File: src/rtl/keypad_hex_entry.sv
// keypad_hex_entry: scans a 4x4 active-low keypad and builds a 4-digit hex entry.
// Define KEYPAD_CMD_KEYS_EN to turn key E into CLEAR and key F into ENTER.
module keypad_hex_entry #(
   parameter int SCAN_DIV_W       = 16,
   parameter int DEBOUNCE_SAMPLES = 4
) (
   input  logic        clk,
   input  logic        reset,
   input  logic [3:0]  rows,
   output logic [3:0]  cols,
   output logic [15:0] value,
   output logic [3:0]  key_code,
   output logic        key_strobe,
   output logic        entry_done,
   output logic [2:0]  digit_count
);

   typedef enum logic [1:0] {SCAN, DEBOUNCE, HELD} state_t;

   localparam logic [3:0] DS = 4'(DEBOUNCE_SAMPLES);

   state_t                state, state_n;
   logic [SCAN_DIV_W-1:0] dwell;
   logic [3:0]            rows_m, rs;
   logic [3:0]            dbc, dbc_n;
   logic [1:0]            col, col_n;
   logic [1:0]            row, row_n;
   logic [1:0]            low_row, acc_row;
   logic [1:0]            idle, idle_n;
   logic                  armed, armed_n;
   logic                  sample, accept;
   logic [3:0]            nib, key_code_n;
   logic [15:0]           value_n;
   logic [2:0]            count_n;
   logic                  strobe_n, done_n;

   function automatic logic [3:0] key_map(input logic [1:0] r,
                                          input logic [1:0] c);
      logic [3:0] k;
      unique case ({r, c})
         4'h0: k = 4'h1;
         4'h1: k = 4'h2;
         4'h2: k = 4'h3;
         4'h3: k = 4'hA;
         4'h4: k = 4'h4;
         4'h5: k = 4'h5;
         4'h6: k = 4'h6;
         4'h7: k = 4'hB;
         4'h8: k = 4'h7;
         4'h9: k = 4'h8;
         4'hA: k = 4'h9;
         4'hB: k = 4'hC;
         4'hC: k = 4'hE;
         4'hD: k = 4'h0;
         4'hE: k = 4'hF;
         4'hF: k = 4'hD;
      endcase
      return k;
   endfunction

   assign cols   = ~(4'b0001 << col);
   assign sample = &dwell;

   always_comb begin
      low_row = 2'd3;
      if (!rs[0])      low_row = 2'd0;
      else if (!rs[1]) low_row = 2'd1;
      else if (!rs[2]) low_row = 2'd2;
   end

   // After reset, a key can only be taken once a full idle rotation is seen,
   // so a key held across reset never registers.
   always_comb begin
      state_n = state;
      dbc_n   = dbc;
      col_n   = col;
      row_n   = row;
      idle_n  = idle;
      armed_n = armed;
      accept  = 1'b0;
      acc_row = row;
      if (sample) begin
         unique case (state)
            SCAN: begin
               if (rs == 4'hF || !armed) col_n = col + 2'd1;
               if (!armed) begin
                  idle_n = (rs == 4'hF) ? idle + 2'd1 : 2'd0;
                  if (rs == 4'hF && idle == 2'd3) armed_n = 1'b1;
               end else if (rs != 4'hF) begin
                  row_n = low_row;
                  dbc_n = 4'd1;
                  if (DS == 4'd1) begin
                     accept  = 1'b1;
                     acc_row = low_row;
                     dbc_n   = 4'd0;
                     state_n = HELD;
                  end else begin
                     state_n = DEBOUNCE;
                  end
               end
            end
            DEBOUNCE: begin
               if (!rs[row]) begin
                  dbc_n = dbc + 4'd1;
                  if (dbc + 4'd1 == DS) begin
                     accept  = 1'b1;
                     dbc_n   = 4'd0;
                     state_n = HELD;
                  end
               end else begin
                  state_n = SCAN;
               end
            end
            HELD: begin
               if (rs == 4'hF) begin
                  dbc_n = dbc + 4'd1;
                  if (dbc + 4'd1 == DS) begin
                     dbc_n   = 4'd0;
                     state_n = SCAN;
                  end
               end else begin
                  dbc_n = 4'd0;
               end
            end
            default: state_n = SCAN;
         endcase
      end
   end

   always_comb begin
      nib        = key_map(acc_row, col);
      key_code_n = key_code;
      value_n    = value;
      count_n    = digit_count;
      strobe_n   = 1'b0;
      done_n     = 1'b0;
      if (accept) begin
         key_code_n = nib;
         strobe_n   = 1'b1;
`ifdef KEYPAD_CMD_KEYS_EN
         if (nib == 4'hE) begin
            value_n = 16'h0000;
            count_n = 3'd0;
         end else if (nib == 4'hF) begin
            if (digit_count != 3'd0) begin
               done_n  = 1'b1;
               count_n = 3'd4;
            end
         end else
`endif
         if (digit_count == 3'd4) begin
            value_n = {12'h000, nib};
            count_n = 3'd1;
         end else begin
            value_n = {value[11:0], nib};
            count_n = digit_count + 3'd1;
            done_n  = (digit_count == 3'd3);
         end
      end
   end

   always_ff @(posedge clk) begin
      if (reset) begin
         rows_m      <= 4'hF;
         rs          <= 4'hF;
         dwell       <= '0;
         state       <= SCAN;
         dbc         <= 4'd0;
         col         <= 2'd0;
         row         <= 2'd0;
         idle        <= 2'd0;
         armed       <= 1'b0;
         value       <= 16'h0000;
         key_code    <= 4'h0;
         key_strobe  <= 1'b0;
         entry_done  <= 1'b0;
         digit_count <= 3'd0;
      end else begin
         rows_m      <= rows;
         rs          <= rows_m;
         dwell       <= dwell + SCAN_DIV_W'(1);
         state       <= state_n;
         dbc         <= dbc_n;
         col         <= col_n;
         row         <= row_n;
         idle        <= idle_n;
         armed       <= armed_n;
         value       <= value_n;
         key_code    <= key_code_n;
         key_strobe  <= strobe_n;
         entry_done  <= done_n;
         digit_count <= count_n;
      end
   end

endmodule

File: config.mk
export PLATFORM = sky130hd
export DESIGN_NAME = keypad_hex_entry
export DESIGN_NICKNAME = d
export VERILOG_FILES = /design/src/rtl/keypad_hex_entry.sv
export SDC_FILE = /design/constraint.sdc
export NUM_CORES = 1
export LEC_CHECK = 0
export BUFFER_PORTS_ARGS = -buffer_cell sky130_fd_sc_hd__buf_2
export CORE_MARGIN = 10
export CORE_UTILIZATION = 30
export CTS_CLUSTER_SIZE = 20
export DETAILED_ROUTE_END_ITERATION = 6
export HOLD_SLACK_MARGIN = 0.02
export PLACE_DENSITY_LB_ADDON = 0.3
export SKIP_CTS_REPAIR_TIMING = 1
export SLEW_MARGIN = 20
export SYNTH_ARGS = -nofsm -noshare
export SYNTH_HDL_FRONTEND = slang
export SYNTH_SLANG_ARGS = --single-unit
export TNS_END_PERCENT = 1
File: constraint.sdc
create_clock -name clk -period 2.6 [get_ports clk]
set_clock_uncertainty 0.15 [all_clocks]
set_input_delay 0.65 -clock clk [delete_from_list [all_inputs] [get_ports clk]]
set_output_delay 0.65 -clock clk [all_outputs]
set_load 0.01 [all_outputs]
* Word-level counts from Yosys, hierarchy flattened *
Memories as Yosys holds them, arrays and structs flattened.
Cells that the tools add are included.
Widths: inputs -> output; s select.

word-level totals
  register bits = 62
  memory bits (read-only) = 64
  input bits = 6
  output and inout port bits = 29
  word-level logic and storage cells = 80
  memories kept = 1

memories
  name              words  width  rd ports  clocked after memory_dff  wr ports  RTL line  RTL
  (name not given)  16     4      1         0                         0         40        unique case ({r, c})

cells by class
  add/subtract/negate cells = 5
  order comparisons = 1
  equality and inequality tests = 14
  shift operators = 1
  multiplexer cells = 28
  bitwise operators = 3
  reductions and logical operators = 13

operators by type and width
  cell                   number
  $reduce_and 18->1      2
  $reduce_and 21->1      1
  $mux 4                 5
  $reduce_and 20->1      1
  $reduce_and 19->1      1
  $mux 2                 9
  $reduce_and 17->1      1
  $add 16x1->16 const B  1
  $mux 16                1
  $reduce_and 16->1      1
  $pmux 4 s3             1
  $ne 2x2->1 const B     5
  $mux 1                 9
  $pmux 2 s3             1
  $add 2x1->2 const B    2
  $add 4x1->4 const B    1
  $eq 2x2->1 const B     2
  $eq 4x3->1 const B     1
  $eq 4x4->1 const B     1
  $ne 4x4->1 const B     1
  $not 4->4              1
  $shl 1x2->4 const A    1
  $add 3x1->3 const B    1
  $eq 3x2->1 const B     1
  other kinds (13)       14

* Longest topological paths before layout *
  depth in word-level cells = 8
  gate-level depth with buffers = 9
  gate-level depth less buffers = 7

* Least setup slack after synthesis *
OpenSTA, ideal clock, no wires.

  path type = register -> register
  start = register dbc[0]
  end = register digit_count[1]
  library setup time = 0.132 ns
  data arrival time = 1.953 ns
  required time = 2.318 ns
  setup slack = 0.365 ns
  cell stages (with the launch flop) = 8
  path buffers = 1
  clock period less this slack = 2.235 ns
  cell sequence = dfxtp_1 ha_1 or4bb_1 o31ai_1 nand3_1 clkbuf_1 nand2_1 a21oi_1

on the way
  cells in the longest elaborated chain, start to end = 6

ends and longest elaborated chain
  what                      RTL line  RTL
  start: declaration        25        logic [3:0] dbc, dbc_n;
  start signal: assignment  183       dbc <= dbc_n;
  $add 4x1->4               105       if (dbc + 4'd1 == DS) begin
  $eq 4x3->1                105
  $mux 1                    105
  $mux 1                    103       if (!rs[row]) begin
  $mux 1                    83        unique case (state)
  $mux 1                    82        if (sample) begin
  end signal: assignment    192       digit_count <= count_n;
  end: declaration          15        output logic [2:0] digit_count

No other way between the ends.
A chain may end at the register's enable or synchronous reset.

* Worst setup path after layout *
  start = register dwell[5]
  end = register state[1]

on the way
  cells in the longest elaborated chain, start to end = 1

ends and longest elaborated chain
  what                         RTL line  RTL
  start: declaration           23        logic [SCAN_DIV_W-1:0] dwell;
  start signal: assignment     181       dwell <= dwell + SCAN_DIV_W'(1);
  $reduce_and 21->1 (no line)  -
  end signal: assignment       182       state <= state_n;
  end: declaration             22        state_t state, state_n;

No other way between the ends.

==> flow_metrics.tcl <==
set metrics [dict create \
    status "finished clean" \
    drive_gt1_frac 0.198 \
    final_cell_mix "dfxtp_1 (58), buf_2 (34), nand2_1 (33)" \
    mostFrequentLayoutCell "dfxtp_1" \
    syn-num-nets 332 \
    grt_pass1_wl_um 9540 \
    hold_class "reg -> reg" \
    cp-end-kind "register" \
    relSlewSlack 0.490 \
    drc_errors 0 \
    vdd_drop_max_mv 0.202 \
    viasPerCell 4.75 \
    arrival_ns 2.42 \
    fin_setup_tns_ns 0 \
    numPortBuffers 34 \
    dp_hpwl_um 3870 \
    powerDensity_nw_per_um2 544 \
    core_area_um2 8810 \
    ant_nets 0 \
    synthArstFlopShare 0 \
    grt_usage 0.0884 \
    fp.dieW_um 115 \
    worstMarginPinSlew_ns 0.758 \
    maxCapViolCount 0 \
    wl_per_cell_um 12.2 \
    synth.distinct_cells 43 \
    clk_latency_ns 0.34 \
    ctsLongestPathBuffers 2 \
    diodes 0 \
    crit_type "reg -> reg" \
    clkSlewWorstSetupHoldPaths_ns 0.07 \
    drtIter0Drc 111 \
    initial_core_util 0.310 \
    hold_viol_final 0 \
    grt-ovfl-total 0 \
    gp_routability_congestion 0.737 \
    fmax_ghz 0.427 \
    grt_pass1_vias 2104 \
    fin_crit_ns 2.34 \
    rsz0062_at_grt "false" \
    min_period_over_period 0.900 \
    synth_edf_count 0 \
    first_pass_iters 4 \
    post_synth.cell_area_avg_um2 8.88 \
    post-place-ws_ns 0.270 \
    startpoint_type "register" \
    syn_inst 308 \
    htreeDepth 3 \
    area_growth_pct 17.2 \
    cts_buffers 9 \
    antenna_found_initial 0 \
    design.portCount 35 \
    leakage_nw 1.22 \
    num_rows 34 \
    synth-main-ff-cell "dfxtp_1" \
    cp_max_fo 7 \
    fin_ws_ns 0.260 \
    yosysWarnings 0 \
    wl_um 5550 \
    yosysSeqAreaShare 0.425 \
    ys_ff_latch 58 \
    grt_max_degree 27 \
    dpl_cell_area_um2 3020 \
    dieArea_um2 13300 \
    final_cell_area_um2 3200 \
    netlist_area_um2 2730 \
    cts_root_buf "clkbuf_8" \
    cts_tree "done" \
    vias 2164 \
    nNetsFinal 367 \
    report.final.setup_viol 0 \
    die_h_um 115 \
    clock_sinks 58 \
    required_ns 2.68 \
    drv_slew 0 \
]
-- registers in the layout (all words and copies together) (netlist names), 3 cells and up --
signal / flops
dwell: 16
value: 16
dbc: 4
rows_m: 4
rs: 4
digit_count: 3
-- metal layers --
| metal | up-vias | global-route usage | share of wire |
|---|---|---|---|
| met5 | - | 0 | 0 |
| met4 | 0 | 0.0448 | 0.012 |
| met3 | 6 | 0.0403 | 0.065 |
| met2 | 39 | 0.135 | 0.43 |
| met1 | 998 | 0.102 | 0.49 |
| li1 | 1121 | - | - |
-- area by class of cell --
cell class / instances / area (µm²)
multi-input cells: 220 / 1440
well taps: 108 / 135
inverters: 13 / 48.8
clock inverters: 5 / 55.1
clock buffers: 11 / 131
repair buffers: 41 / 235
flip-flops and latches: 58 / 1160
fillers: 910 / 5600
-- cells in the mapped netlist, types with 6 or more instances --
cell type,number,area [µm²]
dfxtp_1,58,1160
nand2_1,33,124
a21oi_1,26,130
nand3_1,25,125
nor2_1,25,93.8
ha_1,18,225
inv_1,13,48.8
nand2b_1,12,75.1
xor2_1,10,87.6
clkbuf_1,9,33.8
or2_2,9,56.3
mux2i_1,6,60.1
nor3_1,6,30.0
-- worst max-delay path, stage by stage (launching register included) --
cell and delay (ns):
dfxtp_1 0.41, nand4_2 0.18, or4_1 0.69, a2111oi_4 0.42
a21oi_1 0.11, a311o_1 0.27
-- path summary, 6_finish.rpt --
kind / slack [ns] / from / endpoint / cells past startpoint
worst max-delay path: 0.26 / dwell[5] / state[1] / 5
worst min-delay path: 0.26 / rows_m[1] / rs[1] / 1
worst max register to register: 0.26 / dwell[5] / state[1] / 5
worst min register to register: 0.26 / rows_m[1] / rs[1] / 1
-- through the flow --
step / std cells / util / hold WS (ns) / power (mW)
after floorplan: 308 / - / 0.239 / 0.952
after global placement: 440 / 0.343 / 0.243 / 0.965
after detailed placement: 440 / 0.343 / 0.245 / 0.966
after CTS: 456 / 0.364 / 0.262 / 1.78
after global routing: 456 / 0.364 / 0.270 / 1.83
final: 456 / 0.364 / 0.263 / 1.74
-- power by group --
part           total, mW  leakage [nW]  switching, mW  internal [mW]
clock              0.798        0.0893          0.359          0.439
combinational     0.0407         0.665         0.0242         0.0165
sequential         0.905         0.470        0.00655          0.898
-- logic make-up (layout without fill, tap and decap cells) --
kind of cell               count (synthesis)  after routing  synth area share
and+or+nand+nor                          136            136             0.255
DFF                                       58             58             0.425
AOI/OAI and AO/OA                         43             43             0.102
buffers and inverters                     30             70            0.0494
adders and majority gates                 18             18            0.0824
xor gates and xnor gates                  15             15            0.0481
muxes                                      8              8            0.0384
(Power assumes the default switching activity.)
